===== config.mk =====
export PLATFORM = sky130hd
export DESIGN_NAME = cache_port_arbiter
export DESIGN_NICKNAME = d
export VERILOG_FILES = /design/src/rtl/cache_port_arbiter.sv
export SDC_FILE = /design/constraint.sdc
export NUM_CORES = 1
export LEC_CHECK = 0
export BUFFER_PORTS_ARGS = -buffer_cell sky130_fd_sc_hd__buf_2
export CORE_ASPECT_RATIO = 2
export CORE_MARGIN = 5
export CORE_UTILIZATION = 49
export CTS_CLUSTER_SIZE = 16
export DETAILED_ROUTE_END_ITERATION = 10
export PLACE_DENSITY = 0.9
export SETUP_SLACK_MARGIN = 0.02
export SYNTH_ARGS = -nofsm -noshare
export SYNTH_HDL_FRONTEND = slang
export SYNTH_SLANG_ARGS = --single-unit

===== constraint.sdc =====
create_clock -name clk -period 2.9 [get_ports clk]
set_input_delay 0.435 -clock clk [delete_from_list [all_inputs] [get_ports clk]]
set_output_delay 0.435 -clock clk [all_outputs]
set_load 0.02 [all_outputs]

===== src/rtl/cache_port_arbiter.sv =====
// ============================================================================
//  Module      : cache_port_arbiter
//  Description : Round-robin two-port front end sharing one cache_data instance.
//  Revision    : 1.0 - initial release
// ============================================================================
`default_nettype none

module cache_port_arbiter #(
    parameter int PA_WIDTH  = 32,
    parameter int WRD_WIDTH = 32,
    parameter int BYTE_W    = 8,
    parameter int TMO_CYC   = 64
) (
    input  logic                 clk,
    input  logic                 rst_n,
    input  logic                 req0,
    input  logic                 req1,
    input  logic                 we0,
    input  logic                 we1,
    input  logic [PA_WIDTH-1:0]  addr0,
    input  logic [PA_WIDTH-1:0]  addr1,
    input  logic [WRD_WIDTH-1:0] wdata0,
    input  logic [WRD_WIDTH-1:0] wdata1,
    output logic                 ack0,
    output logic                 ack1,
    output logic                 err0,
    output logic                 err1,
    output logic [WRD_WIDTH-1:0] rd_word,
    output logic [BYTE_W-1:0]    rd_byte,
    output logic                 rd_hit,
    output logic                 busy,
    output logic                 c_rd_en,
    output logic                 c_wr_en,
    output logic [PA_WIDTH-1:0]  c_addr,
    output logic [WRD_WIDTH-1:0] c_data_wr,
    input  logic                 c_hit,
    input  logic [WRD_WIDTH-1:0] c_word,
    input  logic [BYTE_W-1:0]    c_byte,
    input  logic                 c_rdy
);

    localparam int CW = (TMO_CYC > 2) ? $clog2(TMO_CYC) : 1;
    localparam logic [CW-1:0] c_tmo_last = CW'(TMO_CYC - 1);

    localparam logic [2:0] c_st_idle  = 3'd0;
    localparam logic [2:0] c_st_issue = 3'd1;
    localparam logic [2:0] c_st_wait  = 3'd2;
    localparam logic [2:0] c_st_done  = 3'd3;
    localparam logic [2:0] c_st_abort = 3'd4;

    logic [2:0]    r_state;
    logic [2:0]    w_next;
    logic          r_rr_ptr;
    logic          r_gnt;
    logic          r_we;
    logic          r_rdy_q;
    logic [CW-1:0] r_tmo_cnt;
    logic          w_cmp;
    logic          w_any_req;
    logic          w_sel;

    // Only a rising rdy completes an access; a level left high from before is ignored.
    assign w_cmp     = c_rdy & ~r_rdy_q;
    assign w_any_req = req0 | req1;
    assign w_sel     = (req0 & req1) ? r_rr_ptr : req1;

    always_ff @(posedge clk or negedge rst_n) begin
        if (!rst_n) begin
            r_state <= c_st_idle;
        end else begin
            r_state <= w_next;
        end
    end

    always_comb begin
        w_next = r_state;
        case (r_state)
            c_st_idle:  if (w_any_req) w_next = c_st_issue;
            c_st_issue: w_next = c_st_wait;
            c_st_wait: begin
                if (w_cmp)                        w_next = c_st_done;
                else if (r_tmo_cnt == c_tmo_last) w_next = c_st_abort;
            end
            c_st_done:  w_next = c_st_idle;
            c_st_abort: w_next = c_st_idle;
            default:    w_next = c_st_idle;
        endcase
    end

    always_ff @(posedge clk or negedge rst_n) begin
        if (!rst_n) begin
            r_rr_ptr  <= 1'b0;
            r_gnt     <= 1'b0;
            r_we      <= 1'b0;
            r_rdy_q   <= 1'b0;
            r_tmo_cnt <= '0;
            c_addr    <= '0;
            c_data_wr <= '0;
            rd_word   <= '0;
            rd_byte   <= '0;
            rd_hit    <= 1'b0;
        end else begin
            r_rdy_q <= c_rdy;
            case (r_state)
                c_st_idle: begin
                    if (w_any_req) begin
                        r_gnt     <= w_sel;
                        r_we      <= w_sel ? we1 : we0;
                        c_addr    <= w_sel ? addr1 : addr0;
                        c_data_wr <= w_sel ? wdata1 : wdata0;
                    end
                end
                c_st_issue: r_tmo_cnt <= '0;
                c_st_wait: begin
                    if (w_cmp) begin
                        rd_word <= c_word;
                        rd_byte <= c_byte;
                        rd_hit  <= c_hit;
                    end else begin
                        r_tmo_cnt <= r_tmo_cnt + 1'b1;
                    end
                end
                c_st_done, c_st_abort: r_rr_ptr <= ~r_gnt;
                default: ;
            endcase
        end
    end

    always_comb begin
        busy    = (r_state != c_st_idle);
        c_rd_en = ((r_state == c_st_issue) || (r_state == c_st_wait)) & ~r_we;
        c_wr_en = ((r_state == c_st_issue) || (r_state == c_st_wait)) &  r_we;
        ack0    = (r_state == c_st_done)  & ~r_gnt;
        ack1    = (r_state == c_st_done)  &  r_gnt;
        err0    = (r_state == c_st_abort) & ~r_gnt;
        err1    = (r_state == c_st_abort) &  r_gnt;
    end

endmodule

`default_nettype wire

After elaboration in Yosys (flattened, before gate mapping) --
Cells that the tools add are included.
Storage, ports and cells: flip-flop bits (word level) 118, input port bits 176, output and inout port bits 112, word-level logic and storage cells 51
Cells by class: $add $sub $neg 1, equality and inequality tests 8, muxes and demuxes 10, bitwise logic cells 12, reductions and logical operators 9
Operators with widths (count):
- 32-bit 2-to-1 mux | 2
- 6-bit case mux with 2 select lines | 1
- 3-bit 2-to-1 mux | 3
- 3-bit case mux with 3 select lines | 1
- 1-bit AND | 8
- 2-bit AND reduction | 4
- 6-bit by 1-bit adder with 6-bit output, second input constant | 1
- 3-bit by 2-bit equality test with 1-bit output, second input constant | 2
- 6-bit equality test, second input constant | 1
- 6-bit 2-to-1 mux | 1
- 2-bit inequality test, second input constant | 2
- 3-bit by 1-bit equality test with 1-bit output, second input constant | 1
- 3-bit equality test, second input constant | 1
- 3-bit logical NOT | 1
- 3-bit inequality test, second input constant | 1
- 1-bit inverter | 3
- 3-bit nonzero test | 1
- 1-bit 2-to-1 mux | 2
- 2-bit nonzero test | 1
- 2-bit OR reduction | 1
- 1-bit logical OR | 1
- 1-bit OR | 1

Logic depth before layout (Yosys ltp) --
Gate-level depths: netlist (run 1).
word-level depth 4, gate-level depth with buffers 7, mapped depth without buffers 4

Worst setup path after synthesis (run 1) --
OpenSTA, ideal clock, no wires.
path kind flip-flop to output port, from register r_state[2], to output port c_rd_en, data arrival time 1.251 ns, required time 2.465 ns, path slack 1.214 ns, stages on the path, launching flop included 4, buffers on the path 2, cells stage by stage dfrtp_1 -> buf_4 -> clkbuf_1 -> a211oi_1
On the way: longest elaborated chain between the ends 3, elaborated cells on any way between the ends 4, those cells by class eq/ne: 2; bitwise: 1; reduce/logical: 1
Ends and longest elaborated chain:
- start: declaration | RTL line 51 | logic [2:0] r_state;
- start signal: assignment | RTL line 69 | r_state <= c_st_idle;
- start signal: assignment | RTL line 71 | r_state <= w_next;
- 3-bit by 1-bit equality test with 1-bit output / 3-bit by 2-bit equality test with 1-bit output (equally long branches) | RTL line 131 | c_rd_en = ((r_state == c_st_issue) || (r_state == c_st_wait)) & ~r_we;
- 1-bit logical OR * | RTL line 131
- 1-bit AND * | RTL line 131
- end: declaration | RTL line 32 | output logic c_rd_en,
Every way passes the cells marked *; elsewhere a longest branch is shown, timed or not.

Worst setup path after layout (run 1) --
from register r_state[2], to register rd_word[21]
On the way: longest elaborated chain between the ends 2
Ends and longest elaborated chain:
- 3-bit by 2-bit equality test with 1-bit output | RTL line 104 | case (r_state)
- 2-bit AND reduction (no line)
- end signal: assignment | RTL line 116 | rd_word <= c_word;
- end: declaration | RTL line 28 | output logic [WRD_WIDTH-1:0] rd_word,
Every way passes these cells. A chain may end at the register's enable or synchronous reset.

==> results of run 1 <==
## routing by layer
metal	share of wire	GRT usage	up-vias
met3	0.079	0.0744	59
met4	0.047	0.133	0
met5	0	0	-
met1	0.33	0.234	2177
li1	-	-	2139
met2	0.54	0.412	277
## cells by family after synthesis
| family | count (synthesis) | share of synthesized area |
|---|---|---|
| buf+inv | 34 | 0.0432 |
| mux | 108 | 0.212 |
| compound gates | 88 | 0.104 |
| simple gates | 100 | 0.0845 |
| flops | 118 | 0.554 |
| fa+ha+maj | 1 | 0.00235 |
## per-stage QoR
stage,instance area (um2),util,std cells
after global placement,6850,0.634,853
after global routing,7460,0.690,885
final,7460,0.690,885
after CTS,7460,0.690,885
after floorplan,5330,-,449
after detailed placement,6850,0.634,853
## cell type report
type	instances	area, um2
Tap cell	140	175
Clock buffer	20	457
Inverter	5	18.8
Fill cell	776	3350
Clock inverter	12	153
Timing Repair Buffer	293	1550
Multi-Input combinational cell	297	2160
Sequential cell	118	2950
## worst max-delay path by stage
stage / end / cells past startpoint / startpoint
after floorplan: c_rd_en / 3 / r_state[2]$_DFFE_PN0P_
after global placement: rd_word[6]$_DFFE_PN0P_ / 4 / r_state[2]$_DFFE_PN0P_
after detailed placement: c_data_wr[30]$_DFFE_PN0P_ / 5 / r_state[2]$_DFFE_PN0P_
after CTS: c_wr_en / 3 / r_state[1]$_DFFE_PN0P_
after global routing: c_data_wr[30]$_DFFE_PN0P_ / 5 / r_state[2]$_DFFE_PN0P_
final: rd_word[21]$_DFFE_PN0P_ / 4 / r_state[2]$_DFFE_PN0P_
## layout by cell type (no fill, tap or decap), drive strengths merged, types with 5 or more instances in the layout
master and n:
inv 5, nand2 8, buf 293, mux2 41, clkbuf 20, clkinv 5
o21ai 10, mux2i 67, nor2 73, a21oi 69, dfrtp 118
## report_power, final
part / total [mW] / switching [mW] / internal [mW] / leakage, nW
logic: 3.78 / 2.36 / 1.41 / 2.11
registers: 2.93 / 0.489 / 2.44 / 1.36
clock network: 2.13 / 0.732 / 1.39 / 0.288
## registers in the layout, summed over array words and instances, names as in the netlist
name	count
c_addr	32
c_data_wr	32
r_state	3
r_tmo_cnt	6
r_we	1
rd_byte	8
r_gnt	1
rd_word	32
r_rdy_q	1
r_rr_ptr	1
rd_hit	1
==> flow_metrics.env, run 1 <==
export IMPL_maxCapViolCount=0
export IMPL_syn_instance_count=449
export IMPL_grt_pass1_wl_mm=24.2
export IMPL_ys_top_cells_by_area="dfrtp_1, mux2i_1, mux2_2"
export IMPL_slew_viol_final=0
export IMPL_synthesis_nets=626
export IMPL_avgViaCountPerCell=5.26
export IMPL_area_growth_pct=40.0
export IMPL_numCtsBuffers=17
export IMPL_fin_crit_ns=2.10
export IMPL_via_count=4652
export IMPL_yosysMostFrequentCell="dfrtp_1"
export IMPL_grt_ovfl_total=0
export IMPL_cts_sinks=118
export IMPL_cp_top_family="flip-flops"
export IMPL_timing_critical_path_buf_inv=1
export IMPL_synth_area_mm2=0.00533
export IMPL_crit_required_ns=3.18
export IMPL_max_slew_worst_pin_slew_ns=0.778
export IMPL_ys_top_cells_by_count="dfrtp_1, nor2_1, mux2i_1"
export IMPL_reg2reg_depth=4
export IMPL_place_ws_ns=0.804
export IMPL_clockBufferDepth=2
export IMPL_r2r_slack_ns=0.80
export IMPL_antenna_found_initial=0
export IMPL_crit_chain="or2_2 -> nor2_4 -> buf_4 -> mux2_2"
export IMPL_ctsHoldBuffers=0
export IMPL_powerDensity_mw_per_mm2=1180
export IMPL_cts_tree="built"
export IMPL_ys_flop_type="dfrtp_1"
export IMPL_cts_clk_slew_worst_paths_ns=0.06
export IMPL_num_rows=54
export IMPL_hold_slack_ns=0.107
export IMPL_r2r_end="rd_word[21]$_DFFE_PN0P_"
export IMPL_r2r_start="r_state[2]$_DFFE_PN0P_"
export IMPL_grt_max_degree=75
export IMPL_leakage_nw=3.75
export IMPL_clockRootBuffer="clkbuf_16"
export IMPL_worstPathMaxFanout=41
export IMPL_firstDrtPassIters=6
export IMPL_power_total_mw=8.83
export IMPL_nets=909
export IMPL_htreeDepth=4
export IMPL_synth_top_area_share=0.554
export IMPL_slew_headroom=0.481
export IMPL_setup_tns_ns=0
export IMPL_status="finished clean"
export IMPL_fmax_mhz=475
export IMPL_vdd_ir_drop_max_mv=0.539
export IMPL_clock_skew_ns=0.0103
export IMPL_synth_edff_count=0
export IMPL_antennaDiodeCount=0
export IMPL_grt_total_usage=0.231
export IMPL_synth_seq_cells=118
export IMPL_routed_wl_mm=15.1
export IMPL_clkLatencyLatePin_ns=0.40
export IMPL_coreArea_mm2=0.0108
export IMPL_fin_ws_ns=0.796
export IMPL_die_area_mm2=0.0132
export IMPL_hold_class="in2async"
export IMPL_start_kind="register"
export IMPL_grt_pass1_vias=5041
export IMPL_post_cts_resized=0
export IMPL_synth_warnings=0
export IMPL_die_w_um=83.8
export IMPL_setup_viol=0
export IMPL_gp_congestion=0.842
export IMPL_drive_gt1_frac=0.528
export IMPL_end_kind="register"
export IMPL_postCtsSetupBuffers=0
export IMPL_crit_path_top_delay_cell="dfrtp_1"
export IMPL_portBuffers=287
export IMPL_final_hold_viol_count=0
export IMPL_rsz0062_at_grt="no"
export IMPL_drtIter0Drc=246
export IMPL_synth_avg_cell_area_um2=11.9
export IMPL_synth_seq_area_share=0.554
export IMPL_synth_cell_type_count=36
export IMPL_die_y_um=158
export IMPL_crit_arrival_ns=2.38
export IMPL_crit_path_max_incr_delay_ns=0.56
export IMPL_start_util=0.493
export IMPL_yosysTopAreaCell="dfrtp_1"
export IMPL_crit_type="reg2reg"
export IMPL_drt_wirelength_per_cell_um=17.1
export IMPL_place_detailed_hpwl_mm=11.7
export IMPL_fin_crit_sh=0.725
export IMPL_drcViolationCount=0
export IMPL_ant_nets=0
export IMPL_ios=288
export IMPL_synthArstFlopShare=1.00
Note: power is estimated with default switching activity, not from simulation.
==> run 2: changes to the inputs <==
--- a/config.mk
+++ b/config.mk
@@ -8,10 +8,10 @@
 export BUFFER_PORTS_ARGS = -buffer_cell sky130_fd_sc_hd__buf_2
 export CORE_ASPECT_RATIO = 2
 export CORE_MARGIN = 5
-export CORE_UTILIZATION = 49
+export CORE_UTILIZATION = 41
 export CTS_CLUSTER_SIZE = 16
 export DETAILED_ROUTE_END_ITERATION = 10
-export PLACE_DENSITY = 0.9
+export PLACE_DENSITY = 0.8
 export SETUP_SLACK_MARGIN = 0.02
 export SYNTH_ARGS = -nofsm -noshare
 export SYNTH_HDL_FRONTEND = slang
==> constraint.sdc (replaced) <==
create_clock -name clk -period 1.7 [get_ports clk]
set_input_delay 0.255 -clock clk [delete_from_list [all_inputs] [get_ports clk]]
set_output_delay 0.255 -clock clk [all_outputs]
set_load 0.02 [all_outputs]
==> flow_metrics.env, run 2 (synthesized netlist as in run 1, its figures left out) <==
export IMPL_status="finished, violations left"
export IMPL_violations="setup timing"
export IMPL_ios=288
export IMPL_htreeDepth=4
export IMPL_antenna_found_initial=0
export IMPL_crit_required_ns=1.98
export IMPL_place_ws_ns=0.0163
export IMPL_die_w_um=90.6
export IMPL_clock_skew_ns=0.00908
export IMPL_slew_viol_final=0
export IMPL_fin_crit_sh=1.03
export IMPL_via_count=4616
export IMPL_fmax_mhz=574
export IMPL_avgViaCountPerCell=5.01
export IMPL_fin_crit_ns=1.74
export IMPL_biggestRegsByFlops="c_addr (32), c_data_wr (32), rd_word (32)"
export IMPL_clkLatencyLatePin_ns=0.40
export IMPL_start_kind="register"
export IMPL_drive_gt1_frac=0.555
export IMPL_grt_ovfl_total=0
export IMPL_firstDrtPassIters=4
export IMPL_grt_max_degree=45
export IMPL_hold_class="in2reg"
export IMPL_area_growth_pct=48.4
export IMPL_clockBufferDepth=2
export IMPL_coreArea_mm2=0.0129
export IMPL_die_y_um=171
export IMPL_slew_headroom=0.691
export IMPL_rsz0062_at_grt="yes"
export IMPL_layout_commonest_cell="buf_2"
export IMPL_cts_clk_slew_worst_paths_ns=0.06
export IMPL_crit_type="reg2reg"
export IMPL_portBuffers=287
export IMPL_place_detailed_hpwl_mm=11.3
export IMPL_routed_wl_mm=15.5
export IMPL_grt_total_usage=0.185
export IMPL_leakage_nw=3.94
export IMPL_final_cell_mix="buf_2, dfrtp_1, nor2_1"
export IMPL_end_kind="register"
export IMPL_gp_congestion=0.813
export IMPL_max_slew_worst_pin_slew_ns=0.464
export IMPL_cts_tree="built"
export IMPL_maxCapViolCount=0
export IMPL_nets=933
export IMPL_final_hold_viol_count=0
export IMPL_numCtsBuffers=17
export IMPL_setup_viol=19
export IMPL_fin_ws_ns=-0.0427
export IMPL_antennaDiodeCount=0
export IMPL_drcViolationCount=0
export IMPL_die_area_mm2=0.0155
export IMPL_worstPathMaxFanout=15
export IMPL_grt_pass1_wl_mm=23.3
export IMPL_ant_nets=0
export IMPL_grt_pass1_vias=4837
export IMPL_drtIter0Drc=108
export IMPL_final_area_mm2=0.00791
export IMPL_powerDensity_mw_per_mm2=1980
export IMPL_drt_wirelength_per_cell_um=16.8
export IMPL_num_rows=59
export IMPL_clockRootBuffer="clkbuf_16"
export IMPL_fillers=1060
export IMPL_vdd_ir_drop_max_mv=1.13
export IMPL_start_util=0.413
export IMPL_dpl_cell_area_mm2=0.00701
export IMPL_cts_sinks=118
export IMPL_crit_arrival_ns=2.03
[run 2: cell types whose count changed in the layout (fill, tap and decap cells not counted), moves of 3 or more]
cell | previous run | this run
buf_12 | 5 | 9
buf_16 | 0 | 3
buf_2 | 286 | 279
buf_4 | 2 | 17
buf_6 | 0 | 3
clkbuf_16 | 17 | 21
inv_6 | 0 | 3
nor3_1 | 3 | 0
nor3_2 | 0 | 3
[run 2: routing by layer]
metal | track usage | routed length [um]
met5 | 0 | 0
met4 | 0.0622 | 290
met3 | 0.0460 | 975
met2 | 0.345 | 8740
met1 | 0.203 | 5510
[run 2: timing repair]
action                                  in CTS  in global routing
hold buffers                                 2                  0
pin swaps                                    4                  3
endpoints found under the setup margin      28                 86
setup buffers                                3                  2
gates resized for setup                     17                 10
endpoints found under the hold margin       30                  0
cloned                                       1                  4
[run 2: power breakdown]
group / switching [mW] / leakage [nW] / internal (mW)
Combinational: 4.22 / 2.30 / 2.94
Clock: 1.33 / 0.277 / 2.21
Sequential: 0.756 / 1.36 / 4.16
Total: 6.31 / 3.94 / 9.32
[run 2: through the flow]
| stage | setup TNS (ns) | std cells | power (mW) | hold slack [ns] | utilization |
|---|---|---|---|---|---|
| after detailed placement | 0 | 877 | 11.6 | 0.242 | 0.542 |
| after floorplan | 0 | 449 | 9.25 | -0.0406 | - |
| after global placement | 0 | 877 | 11.3 | 0.242 | 0.542 |
| after CTS | -0.0223 | 915 | 15.5 | 0.0634 | 0.600 |
| final | -0.449 | 921 | 15.6 | 0.0668 | 0.612 |
| after global routing | -1.83 | 921 | 16.6 | 0.0604 | 0.612 |
[run 2: final timing paths]
| kind | from | end | slack, ns | cells past startpoint |
|---|---|---|---|---|
| min in group asynchronous | rst_n | rd_byte[3]$_DFFE_PN0P_ | 0.34 | 2 |
| max in group asynchronous | rst_n | rd_hit$_DFFE_PN0P_ | 0.75 | 3 |
| worst max-delay path | r_state[0]$_DFFE_PN0P_ | rd_word[6]$_DFFE_PN0P_ | -0.04 | 5 |
| worst min register to register | rd_word[0]$_DFFE_PN0P_ | rd_word[0]$_DFFE_PN0P_ | 0.48 | 1 |
| worst min-delay path | c_word[0] | rd_word[0]$_DFFE_PN0P_ | 0.07 | 2 |
| worst max register to register | r_state[0]$_DFFE_PN0P_ | rd_word[6]$_DFFE_PN0P_ | -0.04 | 5 |
[run 2: critical path, stage by stage (launching register included)]
cell       delay [ns]
dfrtp_2          0.47
or2_2            0.36
nor2_4           0.15
buf_12           0.13
clkbuf_16        0.17
mux2_2           0.34
[run 2: final cells by class]
| class | instances | area, um2 | area share |
|---|---|---|---|
| Tap cell | 152 | 190 | 0.0240 |
| Multi-Input combinational cell | 297 | 2210 | 0.280 |
| Clock inverter | 13 | 148 | 0.0187 |
| Inverter | 5 | 18.8 | 0.00237 |
| Clock buffer | 19 | 443 | 0.0560 |
| Timing Repair Buffer | 317 | 1940 | 0.245 |
| Sequential cell | 118 | 2960 | 0.374 |
==> run 3: changes to the inputs <==
--- a/config.mk
+++ b/config.mk
@@ -11,7 +11,7 @@
 export CORE_UTILIZATION = 41
 export CTS_CLUSTER_SIZE = 16
 export DETAILED_ROUTE_END_ITERATION = 10
-export PLACE_DENSITY = 0.8
+export PLACE_DENSITY = 0.77
 export SETUP_SLACK_MARGIN = 0.02
 export SYNTH_ARGS = -nofsm -noshare
 export SYNTH_HDL_FRONTEND = slang
==> flow_metrics.env, run 3 (synthesized netlist as in run 1, its figures left out) <==
export IMPL_clock_skew_ns=0.00719
export IMPL_layoutNonFillerInstCount=926
export IMPL_power_total_mw=16.0
export IMPL_via_count=4518
export IMPL_portBuffers=287
export IMPL_crit_path_top_delay_cell="dfrtp_2"
export IMPL_avgViaCountPerCell=4.88
export IMPL_drtIter0Drc=121
export IMPL_place_ws_ns=-0.00307
export IMPL_firstDrtPassIters=4
export IMPL_drt_wirelength_per_cell_um=16.0
export IMPL_fmax_mhz=583
export IMPL_pwr_share_comb=0.450
export IMPL_crit_path_max_incr_delay_ns=0.42
export IMPL_antennaDiodeCount=0
export IMPL_p_int_mw=9.85
export IMPL_clkLatencyLatePin_ns=0.40
export IMPL_clockRootBuffer="clkbuf_16"
export IMPL_crit_type="reg2out"
export IMPL_hold_slack_ns=0.0708
export IMPL_cts_clk_slew_worst_paths_ns=0.05
export IMPL_numCtsBuffers=17
export IMPL_ios=288
export IMPL_cts_sinks=118
export IMPL_grt_total_usage=0.184
export IMPL_swShare=0.386
export IMPL_drive_gt1_frac=0.567
export IMPL_p_switching_mw=6.18
export IMPL_hold_class="in2reg"
export IMPL_gp_congestion=0.797
export IMPL_clockBufferDepth=2
export IMPL_dp_cells=884
export IMPL_grt_max_degree=61
export IMPL_num_rows=59
export IMPL_slew_headroom=0.800
export IMPL_grt_pass1_vias=4637
export IMPL_start_util=0.413
export IMPL_die_y_um=171
export IMPL_final_cell_mix="buf_2, dfrtp_1, mux2i_1"
export IMPL_slew_viol_final=0
export IMPL_leakage_nw=3.98
export IMPL_final_hold_viol_count=0
export IMPL_setup_viol=1
export IMPL_dpl_cell_area_mm2=0.00709
export IMPL_status="finished, violations left"
export IMPL_routed_wl_mm=14.8
export IMPL_fin_ws_ns=-0.0154
export IMPL_die_w_um=90.6
export IMPL_place_detailed_hpwl_mm=11.3
export IMPL_htreeDepth=4
export IMPL_antenna_found_initial=0
export IMPL_die_area_mm2=0.0155
export IMPL_post_route_util=0.618
export IMPL_end_kind="output pin"
export IMPL_coreArea_mm2=0.0129
export IMPL_drcViolationCount=0
export IMPL_crit_required_ns=1.44
export IMPL_violations="setup timing"
export IMPL_grt_pass1_wl_mm=22.9
export IMPL_crit_chain="buf_6 -> or3_4 -> buf_6"
export IMPL_power_frac_clock=0.245
export IMPL_ant_nets=0
export IMPL_powerDensity_mw_per_mm2=2010
export IMPL_vdd_ir_drop_max_mv=1.17
export IMPL_p_seq_frac=0.305
export IMPL_rsz0062_at_grt="yes"
export IMPL_max_slew_worst_pin_slew_ns=0.292
export IMPL_setup_tns_ns=-0.0154
export IMPL_biggestRegsByFlops="c_addr (32), c_data_wr (32), rd_word (32)"
export IMPL_fin_crit_ns=1.72
export IMPL_final_area_mm2=0.00798
export IMPL_layout_commonest_cell="buf_2"
export IMPL_crit_arrival_ns=1.46
export IMPL_fin_crit_sh=1.01
export IMPL_nets=938
export IMPL_grt_ovfl_total=0
export IMPL_area_growth_pct=49.8
export IMPL_maxCapViolCount=0
export IMPL_cts_tree="built"
export IMPL_start_kind="register"
export IMPL_worstPathMaxFanout=6
export IMPL_crit_path_frequent_cell="buf_6"
## run 3: layer usage
layer | global-route usage | share of wire
met1 | 0.202 | 0.35
met2 | 0.335 | 0.56
met3 | 0.0477 | 0.071
met4 | 0.0758 | 0.025
met5 | 0 | 0
## run 3: power groups by stage
stage	sequential (mW)	clock [mW]	combinational, mW
3_5_place_dp	4.90	0	6.81
6_report	4.88	3.93	7.22
4_1_cts	4.88	4.03	7.02
5_1_grt	5.08	4.14	7.78
3_3_place_gp	4.87	0	6.66
2_1_floorplan	6.40	0	2.85
## run 3: critical path: cells and delay by family, from the launching register on
family                 cells  cell delay, ns
buffers and inverters      2            0.29
DFF                        1            0.42
and+or+nand+nor            1            0.36
## run 3: path summary, 6_finish.rpt
kind / startpoint / end / slack (ns) / depth (start not counted)
max: r_state[1]$_DFFE_PN0P_ / busy / -0.02 / 3
min: c_byte[6] / rd_byte[6]$_DFFE_PN0P_ / 0.07 / 2
max reg2reg: r_state[1]$_DFFE_PN0P_ / c_addr[26]$_DFFE_PN0P_ / 0.01 / 7
min reg2reg: rd_byte[6]$_DFFE_PN0P_ / rd_byte[6]$_DFFE_PN0P_ / 0.48 / 1
max in group asynchronous: rst_n / c_data_wr[1]$_DFFE_PN0P_ / 0.79 / 3
min in group asynchronous: rst_n / rd_byte[4]$_DFFE_PN0P_ / 0.29 / 2
## run 3: layout make-up
| class | instances | area (um2) |
|---|---|---|
| clock buffers | 20 | 457 |
| clock inverters | 12 | 200 |
| fillers | 1087 | 4930 |
| inverters | 5 | 18.8 |
| multi-input cells | 297 | 2230 |
| flip-flops and latches | 118 | 2960 |
| well taps | 152 | 190 |
| repair buffers | 322 | 1930 |
## run 3: timing repair
item	CTS	global route
setup endpoints to repair	13	65
endpoints found under the hold margin	22	0
hold buffers	2	0
resized for setup	23	14
buffers inserted	4	2
gates cloned	0	2
pin swaps	5	2
